<file path="src/rtl/alu_pipe.sv">
// alu_pipe: registered ALU with valid/ready on both sides and result flags.
// Single-cycle ops load the output registers on the accept edge. MUL (op 14)
// is a shift-and-add multiply, one bit per cycle, present only when
// ALU_PIPE_MUL_EN is defined. Without it, op 14 is a single-cycle illegal op
// that returns result 0.
module alu_pipe #(
    parameter int DATA_WIDTH = 16,
    localparam int SHIFT_W = $clog2(DATA_WIDTH)
) (
    input  logic                  clk,
    input  logic                  rst_n,
    input  logic                  in_valid,
    output logic                  in_ready,
    input  logic [3:0]            alu_op,
    input  logic [DATA_WIDTH-1:0] data1,
    input  logic [DATA_WIDTH-1:0] data2,
    output logic                  out_valid,
    input  logic                  out_ready,
    output logic [DATA_WIDTH-1:0] alu_result,
    output logic                  compare,
    output logic                  zero,
    output logic                  carry,
    output logic                  overflow,
    output logic                  illegal
);

    localparam logic [3:0] OP_ADD  = 4'd0,  OP_SUB  = 4'd1,  OP_LNOT = 4'd2,
                           OP_AND  = 4'd3,  OP_OR   = 4'd4,  OP_NAND = 4'd5,
                           OP_NOR  = 4'd6,  OP_PASS1 = 4'd7, OP_PASS2 = 4'd8,
                           OP_XOR  = 4'd9,  OP_SLL  = 4'd10, OP_SRL  = 4'd11,
                           OP_SRA  = 4'd12, OP_SLT  = 4'd13, OP_MUL  = 4'd14;

    typedef struct packed {
        logic [DATA_WIDTH-1:0] result;
        logic                  compare;
        logic                  zero;
        logic                  carry;
        logic                  overflow;
        logic                  illegal;
    } alu_rsp_t;

    localparam int MSB = DATA_WIDTH - 1;

    logic [SHIFT_W-1:0]  shamt;
    logic [DATA_WIDTH:0] sum_w;
    logic [DATA_WIDTH:0] diff_w;
    alu_rsp_t            sc_rsp;
    alu_rsp_t            mul_rsp;
    alu_rsp_t            rsp_q, rsp_d;
    logic                out_valid_q, out_valid_d;
    logic                idle;
    logic                is_mul;
    logic                mul_load;
    logic                accept;

    assign shamt  = data2[SHIFT_W-1:0];
    assign sum_w  = {1'b0, data1} + {1'b0, data2};
    // Top bit of the widened difference is the unsigned borrow.
    assign diff_w = {1'b0, data1} - {1'b0, data2};

    // Single-cycle datapath: result and flags for the presented operands.
    always_comb begin
        sc_rsp = '0;
        case (alu_op)
            OP_ADD: begin
                sc_rsp.result   = sum_w[MSB:0];
                sc_rsp.carry    = sum_w[DATA_WIDTH];
                sc_rsp.overflow = (data1[MSB] == data2[MSB]) && (sum_w[MSB] != data1[MSB]);
            end
            OP_SUB: begin
                sc_rsp.result   = diff_w[MSB:0];
                sc_rsp.carry    = diff_w[DATA_WIDTH];
                sc_rsp.overflow = (data1[MSB] != data2[MSB]) && (diff_w[MSB] != data1[MSB]);
            end
            // Logical (not bitwise) NOT, kept for software compatibility.
            OP_LNOT:  sc_rsp.result = {{(DATA_WIDTH-1){1'b0}}, (data1 == '0)};
            OP_AND:   sc_rsp.result = data1 & data2;
            OP_OR:    sc_rsp.result = data1 | data2;
            OP_NAND:  sc_rsp.result = ~(data1 & data2);
            OP_NOR:   sc_rsp.result = ~(data1 | data2);
            OP_PASS1: sc_rsp.result = data1;
            OP_PASS2: sc_rsp.result = data2;
            OP_XOR:   sc_rsp.result = data1 ^ data2;
            OP_SLL:   sc_rsp.result = data1 << shamt;
            OP_SRL:   sc_rsp.result = data1 >> shamt;
            OP_SRA:   sc_rsp.result = $signed(data1) >>> shamt;
            OP_SLT:   sc_rsp.result = {{(DATA_WIDTH-1){1'b0}}, ($signed(data1) < $signed(data2))};
`ifdef ALU_PIPE_MUL_EN
            // Result comes from the multiply FSM, not from this path.
            OP_MUL:   sc_rsp.illegal = 1'b0;
`else
            OP_MUL:   sc_rsp.illegal = 1'b1;
`endif
            default:  sc_rsp.illegal = 1'b1;
        endcase
        sc_rsp.compare = (data1 == data2);
        sc_rsp.zero    = (sc_rsp.result == '0);
    end

`ifdef ALU_PIPE_MUL_EN
    typedef enum logic [1:0] {S_IDLE, S_MUL, S_DONE} state_t;

    state_t                state_q, state_d;
    logic [DATA_WIDTH-1:0] mcand_q, mcand_d;
    logic [DATA_WIDTH-1:0] mplier_q, mplier_d;
    logic [DATA_WIDTH-1:0] acc_q, acc_d;
    logic [SHIFT_W-1:0]    cnt_q, cnt_d;
    logic                  mcmp_q, mcmp_d;

    assign idle     = (state_q == S_IDLE);
    assign is_mul   = (alu_op == OP_MUL);
    assign mul_load = (state_q == S_DONE) && (!out_valid_q || out_ready);

    always_comb begin
        mul_rsp         = '0;
        mul_rsp.result  = acc_q;
        mul_rsp.compare = mcmp_q;
        mul_rsp.zero    = (acc_q == '0);
    end

    // Multiply FSM: one multiplier bit per cycle, then wait for the output slot.
    always_comb begin
        state_d  = state_q;
        mcand_d  = mcand_q;
        mplier_d = mplier_q;
        acc_d    = acc_q;
        cnt_d    = cnt_q;
        mcmp_d   = mcmp_q;
        case (state_q)
            S_IDLE: begin
                if (accept && is_mul) begin
                    state_d  = S_MUL;
                    mcand_d  = data1;
                    mplier_d = data2;
                    mcmp_d   = (data1 == data2);
                    acc_d    = '0;
                    cnt_d    = '0;
                end
            end
            S_MUL: begin
                if (mplier_q[0]) acc_d = acc_q + mcand_q;
                mcand_d  = mcand_q << 1;
                mplier_d = mplier_q >> 1;
                cnt_d    = cnt_q + SHIFT_W'(1);
                if (cnt_q == SHIFT_W'(DATA_WIDTH - 1)) state_d = S_DONE;
            end
            S_DONE: begin
                if (mul_load) state_d = S_IDLE;
            end
            default: state_d = S_IDLE;
        endcase
    end

    // Multiply state registers; reset aborts any multiply in flight.
    always_ff @(posedge clk or negedge rst_n) begin
        if (!rst_n) begin
            state_q  <= S_IDLE;
            mcand_q  <= '0;
            mplier_q <= '0;
            acc_q    <= '0;
            cnt_q    <= '0;
            mcmp_q   <= 1'b0;
        end else begin
            state_q  <= state_d;
            mcand_q  <= mcand_d;
            mplier_q <= mplier_d;
            acc_q    <= acc_d;
            cnt_q    <= cnt_d;
            mcmp_q   <= mcmp_d;
        end
    end
`else
    assign idle     = 1'b1;
    assign is_mul   = 1'b0;
    assign mul_load = 1'b0;
    assign mul_rsp  = '0;
`endif

    // A full output slot can drain and refill in the same cycle.
    assign in_ready = idle && (!out_valid_q || out_ready);
    assign accept   = in_valid && in_ready;

    // Output slot: load a new result, drop a consumed one, otherwise hold.
    always_comb begin
        rsp_d       = rsp_q;
        out_valid_d = out_valid_q;
        if (out_ready) out_valid_d = 1'b0;
        if (accept && !is_mul) begin
            rsp_d       = sc_rsp;
            out_valid_d = 1'b1;
        end else if (mul_load) begin
            rsp_d       = mul_rsp;
            out_valid_d = 1'b1;
        end
    end

    // Output registers.
    always_ff @(posedge clk or negedge rst_n) begin
        if (!rst_n) begin
            rsp_q       <= '0;
            out_valid_q <= 1'b0;
        end else begin
            rsp_q       <= rsp_d;
            out_valid_q <= out_valid_d;
        end
    end

    assign out_valid  = out_valid_q;
    assign alu_result = rsp_q.result;
    assign compare    = rsp_q.compare;
    assign zero       = rsp_q.zero;
    assign carry      = rsp_q.carry;
    assign overflow   = rsp_q.overflow;
    assign illegal    = rsp_q.illegal;

endmodule
</file>
<file path="config.mk">
export PLATFORM = sky130hd
export DESIGN_NAME = alu_pipe
export DESIGN_NICKNAME = d
export VERILOG_FILES = /design/src/rtl/alu_pipe.sv
export SDC_FILE = /design/constraint.sdc
export NUM_CORES = 1
export LEC_CHECK = 0
export CAP_MARGIN = 20
export CORE_AREA = 4 4 102 104
export CTS_BUF_LIST = sky130_fd_sc_hd__clkbuf_8
export CTS_CLUSTER_SIZE = 20
export DETAILED_ROUTE_END_ITERATION = 6
export DIE_AREA = 0 0 106 108
export HOLD_SLACK_MARGIN = 0.08
export PLACE_DENSITY = 0.85
export REMOVE_ABC_BUFFERS = 1
export SETUP_SLACK_MARGIN = 0.2
export SLEW_MARGIN = 10
export SYNTH_ARGS = -nofsm -noshare
export SYNTH_HDL_FRONTEND = slang
export SYNTH_SLANG_ARGS = --single-unit
</file>
<file path="constraint.sdc">
create_clock -name clk -period 5.5 [get_ports clk]
set_clock_uncertainty 0.05 [all_clocks]
set_input_delay 1.1 -clock clk [delete_from_list [all_inputs] [get_ports clk]]
set_output_delay 1.1 -clock clk [all_outputs]
set_load 0.05 [all_outputs]
</file>
Word-level counts from Yosys, hierarchy flattened
Cells that the tools add are included.
{"block": "word_totals", "ff_bits": 22, "in_bits": 40, "wordCells": 51}
{"block": "classes", "n_addsub": 2, "magnitude_cmp": 1, "eq_ne": 18, "shifts": 3, "muxes": 5, "bitwise_logic": 5, "n_reduce_logical": 10}
{"operator": "$pmux W16 S14", "n": 1}
{"operator": "$logic_not A16 Y1", "n": 2}
{"operator": "$not A16 Y16", "n": 2}
{"operator": "$eq A4 B4 Y1 const B", "n": 6}
{"operator": "$add A16 B16 Y17", "n": 1}
{"operator": "$sub A16 B16 Y17", "n": 1}
{"operator": "$and A16 B16 Y16", "n": 1}
{"operator": "$eq A16 B16 Y1", "n": 1}
{"operator": "$eq A4 B3 Y1 const B", "n": 4}
{"operator": "$lt A16 B16 Y1", "n": 1}
{"operator": "$or A16 B16 Y16", "n": 1}
{"operator": "$shl A16 B4 Y16", "n": 1}
{"operator": "$shr A16 B4 Y16", "n": 1}
{"operator": "$sshr A16 B4 Y16", "n": 1}
{"operator": "$xor A16 B16 Y16", "n": 1}
{"operator": "$reduce_or A14 Y1", "n": 1}
{"operator": "$eq A4 B2 Y1 const B", "n": 2}
{"operator": "$eq A4 B1 Y1 const B", "n": 1}
{"operator": "$logic_not A4 Y1", "n": 1}
{"operator": "$pmux W2 S2", "n": 1}
{"operator": "$logic_and A1 B1 Y1", "n": 3}
{"operator": "$mux W1", "n": 3}
{"operator": "$ne A1 B1 Y1", "n": 3}
{"operator": "$reduce_bool A2 Y1", "n": 1}
{"operator": "3 further kinds", "n": 3}

Longest topological paths before layout
Gate-level depths: netlist of run 1.
{"block": "logic_depth", "word_depth": 4, "depth_mapped": 13, "mapped_depth_nobuf": 13}

Least setup slack after synthesis of run 1
Ideal clock, no wire load.
{"block": "synth_path", "path_type": "input to register", "start": "input port data2[2]", "end": "register rsp_q (netlist bit zero)", "setup_time_ns": 0.104, "arrival_time_ns": 4.837, "path_slack_ns": 0.509, "cell_stages": 13, "path_cell_list": "inv_1 clkbuf_1 clkbuf_1 ha_1 a211oi_1 o21ai_1 a2111oi_0 nor3_1 a221oi_1 o211ai_1 or4b_1 or4_1 o41ai_2"}
{"block": "synth_via", "elab_chain_len": 4, "elab_cells_between_ends": 13, "cone_classes": "add/sub: 2; order compare: 1; shift: 3; mux: 1; bitwise: 5; reduce/logical: 1"}
{"element": "from (decl)", "line": "16", "rtl": "input logic [DATA_WIDTH-1:0] data2,"}
{"element": "parallel branches: the longest is 2 deep, another holds $sub A16 B16 Y17"}
{"element": "$pmux W16 S14 *", "line": "64", "rtl": "case (alu_op)"}
{"element": "$logic_not A16 Y1 *", "line": "97", "rtl": "sc_rsp.zero = (sc_rsp.result == '0);"}
{"element": "to (signal assigned)", "line": "203", "rtl": "rsp_q <= rsp_d;"}
{"element": "to (decl)", "line": "49", "rtl": "alu_rsp_t rsp_q, rsp_d;"}
Mark *: on every way between the ends.
A chain may end at the register's enable or synchronous reset.

Worst setup path after layout of run 1
{"block": "layout_path", "start": "input port data2[0]", "end": "register rsp_q (netlist bit zero)"}
The elaborated chain is that of the path after synthesis.

==> summary.md, run 1 <==
| Metric | Value |
|---|---|
| Critical path peak fanout | `26` |
| Worst-Margin Slew | `0.953 ns` |
| Finish-stage setup viols | `0` |
| FF+latch count, synth | `22` |
| CP endpoint kind | `flip-flop` |
| Min Tclk post-route | `5.09 ns` |
| Num ports | `63` |
| Post-DP HPWL | `17,300 um` |
| # DRC | `0` |
| Max Clock Freq | `196 MHz` |
| Leakage | `2.70 nW` |
| Clk pin slew, worst setup/hold paths | `0.08 ns` |
| Skew-Pair Late Insertion Delay | `0.27 ns` |
| TNS Setup | `0 ns` |
| Kind of critical path | `in2reg` |
| CTS max path bufs | `2` |
| Post-synthesis sequential area ratio | `9.82%` |
| Critical path required time | `5.62 ns` |
| Crit start category | `input pin` |
| First-pass GRT wire length | `34,600 um` |
| Post-CTS Setup Bufs | `0` |
| Avg Cell Area, Syn | `7.39 um^2` |
| Largest net degree at the start of global routing | `33` |
| NumNets Final | `903` |
| Layout cells sized above 1 | `12.1%` |
| DRT Pass-1 Iters | `6` |
| Vias | `6,736` |
| Antenna viol nets, final | `0` |
| Antenna cells | `0` |
| FF-to-FF setup slack | `3.08 ns` |
| Hold crit path type | `reg2reg` |
| Cell taking the most area after synthesis | `ha_1` |
| PwrDens | `156 nW/um^2` |
| RSZ-0062 raised after global routing | `no` |
| CTS HTree Levels | `1` |
| Vias in the first global route | `6,236` |
| Gr usage total | `38.1%` |
| Number of synthesized flops with an enable pin | `0` |
| Clk sinks | `22` |
| Top_reg_cell synth | `dfrtp_1` |
| CTS root buf | `clkbuf_8` |
| Max Slew Vio Count | `0` |
| Core Region | `9550 um^2` |
| DRT iter0 DRCs | `867` |
| Top cell type's share of synthesized area | `11.4%` |
| Top post-synthesis cells by area | `ha_1, dfrtp_1, mux4_2` |
| Die ar. | `11,400 um^2` |
| Max IR drop VDD | `0.246 mV` |
| CTS tree | `yes` |
| # fillers | `851` |
| Post-Syn Area | `5600 um^2` |
| Initial Util | `58.7%` |
| Outcome | `completed` |
| Die W | `106 um` |
| Vias per cell | `7.16` |
| Netlist cell types | `82` |
| Data arrival time of the critical path | `5.21 ns` |
| Grt total ovfl | `0` |
| Row count | `36` |
| Max cap viols | `0` |
| Final period utilization | `92.6%` |
| Post-cts resize count | `0` |
| Initial antenna violation count | `0` |
| Drt total wl | `22,300 um` |
| Die Span Y | `108 um` |
| Area grow syn2layout | `17.0%` |
| Final Hold Vio Count | `0` |
| Hold WS | `0.440 ns` |
| Async SR Flop Fraction | `100%` |
| Port bufs | `62` |
| Hold_buf cts | `0` |
| CTS buffer count | `3` |
| GPL Wtd Cong | `1.07` |
| Synth warn | `0` |
| Synth Instances | `758` |
| Rel. slew slack | `36.3%` |
| Wire per inst | `23.6 um` |
-- report_power, final --
group | internal [mW] | switching (mW) | total [mW]
Sequential | 0.189 | 0.0145 | 0.204
Combinational | 0.268 | 0.444 | 0.712
Clock | 0.0491 | 0.0553 | 0.104
Total | 0.506 | 0.514 | 1.02
-- cell usage after synthesis (12+ instances only) --
cell type and n:
a31oi_1 12, inv_1 45, a21oi_1 38, nor2b_1 14, clkbuf_1 48, mux2i_1 15, ha_1 51, nor3_1 22
mux2_2 15, nand3_1 23, nor2_1 53, o21ai_0 58, mux4_2 17, nand2_1 84, dfrtp_1 22
-- flip-flops by register name, summed over array words and instances (netlist names) --
| register | count |
|---|---|
| compare | 1 |
| alu_result | 16 |
| overflow | 1 |
| zero | 1 |
| illegal | 1 |
| out_valid | 1 |
| carry | 1 |
-- stage by stage --
stage	setup slack, ns	cell area [um^2]	power, mW	std cells	util (%)
final	0.407	6560	1.02	941	68.7
after global routing	0.207	6560	1.07	941	68.7
after CTS	0.315	6530	0.997	940	68.4
after detailed placement	0.0525	6490	0.894	937	68.0
after global placement	0.253	6490	0.882	937	68.0
after floorplan	0.819	5330	0.619	693	-
-- worst paths after layout --
path,startpoint,end,depth (start not counted)
max reg2reg,out_valid,zero,9
min,alu_result[9],alu_result[9],2
min reg2reg,alu_result[9],alu_result[9],2
min in group asynchronous,rst_n,illegal,1
max,data2[0],zero,11
max in group asynchronous,rst_n,alu_result[4],2
-- cell usage in the layout (no fill, tap or decap), types with 14 or more instances in the layout --
cell type / count
a21oi_1: 38
inv_1: 45
nand3_1: 23
nand2_1: 84
nor3_1: 22
nor2_1: 53
buf_4: 49
mux2_2: 15
ha_1: 51
mux2i_1: 15
o21ai_0: 58
nor2b_1: 14
mux4_2: 17
clkdlybuf4s50_1: 61
dfrtp_1: 22
-- area by class of cell --
type | count | area, um^2 | share of cell area [%]
inverters | 47 | 176 | 2.69
flip-flops and latches | 22 | 551 | 8.40
well taps | 133 | 166 | 2.54
multi-input cells | 624 | 4620 | 70.5
repair buffers | 112 | 998 | 15.2
clock buffers | 3 | 41.3 | 0.630
-- cells by family after synthesis --
family	synth area share (%)
AO/OA/AOI/OAI	31.5
XOR/XNOR	2.50
adder cells (fa/ha/maj)	12.1
buffers and inverters	7.97
flip-flops	9.82
multiplexers	13.7
AND/OR/NAND/NOR	22.5
-- per-layer routing --
layer	global-route usage (%)	part of all wire (%)	up-vias	wire, um
met5	0	0	-	0
met2	57.6	43	541	9560
met4	16.5	5.0	0	1120
li1	-	-	2956	-
met1	52.4	38	3155	8480
met3	8.78	14	84	3090
-- worst max-delay path, stage by stage --
cell and delay [ns]:
clkdlybuf4s50_1 0.58, buf_4 0.38, mux4_2 0.57, o211ai_1 0.11, nand3_1 0.13, a2bb2oi_2 0.18
a2111oi_4 0.39, or4b_1 0.47, or4b_1 0.48, or4_1 0.50, o41ai_2 0.32
(Power assumes the default switching activity.)
==> inputs of run 2 (changes only) <==
- clock period: 5.5 -> 4.9 ns (I/O delays scaled with it)
==> summary.md, run 2 (synthesized netlist as in run 1, its figures left out) <==
| Metric | Value |
|---|---|
| Commonest non-fill, non-tap cell in the layout | `buf_4` |
| Tot Pwr | `1.20 mW` |
| Skew-Pair Late Insertion Delay | `0.25 ns` |
| RSZ-0062 raised after global routing | `no` |
| Drt total wl | `22,200 um` |
| Vias per cell | `6.97` |
| Max IR drop VDD | `0.212 mV` |
| Vias | `6,875` |
| CTS root buf | `clkbuf_8` |
| DRT iter0 DRCs | `921` |
| Largest net degree at the start of global routing | `37` |
| Max Slew Vio Count | `0` |
| Finish-stage setup viols | `0` |
| GPL Wtd Cong | `1.07` |
| Die W | `106 um` |
| Clk sinks | `22` |
| Hold crit path type | `reg2reg` |
| Final period utilization | `94.2%` |
| Final WS setup | `0.283 ns` |
| CP endpoint kind | `flip-flop` |
| Area grow syn2layout | `25.7%` |
| Worst-Margin Slew | `0.965 ns` |
| Gr usage total | `37.7%` |
| Vias in the first global route | `6,468` |
| Antenna cells | `0` |
| First-pass GRT wire length | `34,400 um` |
| CTS buffer count | `3` |
| Antenna viol nets, final | `0` |
| CP max stage cell | `or4b_4` |
| Worst path max stage delay | `0.51 ns` |
| Clk pin slew, worst setup/hold paths | `0.07 ns` |
| Die Span Y | `108 um` |
| Core Region | `9550 um^2` |
| Initial Util | `58.7%` |
| Critical path peak fanout | `8` |
| Post-DP HPWL | `17,500 um` |
| Data arrival time of the critical path | `4.72 ns` |
| Rel. slew slack | `34.8%` |
| DRT Pass-1 Iters | `7` |
| Kind of critical path | `in2reg` |
| Worst path most repeated cell | `or4b_4` |
| Multi-input gate area | `4710 um^2` |
| Crit start category | `input pin` |
| PwrDens | `170 nW/um^2` |
| Final Hold Vio Count | `0` |
| Min Tclk post-route | `4.62 ns` |
| Outcome | `completed` |
| Wire per inst | `22.5 um` |
| Grt total ovfl | `0` |
| Die ar. | `11,400 um^2` |
| Max reg flops | `16` |
| Sequential Area | `551 um^2` |
| Placed Cells | `976` |
| Max cap viols | `0` |
| Num ports | `63` |
| # fillers | `785` |
| Port bufs | `62` |
| NumNets Final | `948` |
| Post-Route Utilization | `73.8%` |
| # DRC | `0` |
| Pre-CTS setup slack | `-0.301 ns` |
| Finished Layout Cells | `986` |
| Initial antenna violation count | `0` |
| Layout cells sized above 1 | `18.5%` |
| Leakage | `2.98 nW` |
| Hold_buf cts | `0` |
| Worst-path cell chain | `clkdlybuf4s50_1 > buf_6 > mux4_2 > mux2_2 > o21ai_2 > a2bb2oi_2 > a2111oi_4 > or4b_4 > or4b_4 > or4_1 > o41ai_2` |
| CTS max path bufs | `2` |
| Row count | `36` |
| Max Clock Freq | `217 MHz` |
| Critical path required time | `5.00 ns` |
| Most frequent cells in the layout | `buf_4, nand2_1, clkdlybuf4s50_1` |
| CTS tree | `yes` |
| CTS HTree Levels | `1` |
run 2: cell types whose count changed in the layout (fill, tap and decap cells not counted), sizes merged:
cell	before	now
clkdlybuf4s50	61	58
dlymetal6s2s	0	3
buf	51	96
run 2: layer usage:
metal	vias up	track usage [%]	wire length (um)
li1	3048	-	-
met1	3198	50.1	8320
met2	512	60.9	9950
met3	117	6.87	2690
met4	0	15.0	1250
met5	-	0	0
run 2: final timing paths:
path,startpoint,to,slack (ns),cells after the start
min,alu_result[0],alu_result[0],0.44,2
min in group asynchronous,rst_n,out_valid,0.97,1
max in group asynchronous,rst_n,alu_result[10],3.42,2
max reg2reg,out_valid,zero,2.56,9
max,data1[2],zero,0.28,11
min reg2reg,alu_result[0],alu_result[0],0.44,2
run 2: cell type report:
| class | instances | share of cell area (%) |
|---|---|---|
| clock buffer | 3 | 0.586 |
| tap | 133 | 2.36 |
| timing repair buffer | 157 | 19.9 |
| sequential | 22 | 7.81 |
| inverter | 47 | 2.50 |
| multi-input combinational | 624 | 66.9 |
run 2: metrics by stage:
stage | TNS, ns | hold WS [ns] | instance area, um^2
finish | 0 | 0.436 | 7050
global route | 0 | 0.480 | 7050
CTS | 0 | 0.441 | 6930
detailed placement | -0.301 | 0.424 | 6820
global placement | -0.121 | 0.417 | 6820
floorplan | 0 | 0.634 | 5330
run 2: report_power, final:
part           switching, mW  internal [mW]  total, mW
registers             0.0170          0.213      0.230
clock network         0.0539         0.0548      0.109
logic                  0.514          0.349      0.863
total                  0.585          0.616       1.20
run 2: repair_timing:
item                       in CTS  in global routing
setup buffers                   4                  1
pin swaps                       5                  7
gates cloned                    0                  1
setup endpoints to repair       1                  2
gates resized for setup        10                 21
run 2: critical path: cells and delay by family:
kind	cells	cell delay (ns)
AND/OR/NAND/NOR	3	1.51
multiplexers	2	0.71
buffers and inverters	2	0.60
AO/OA/AOI/OAI	4	0.91
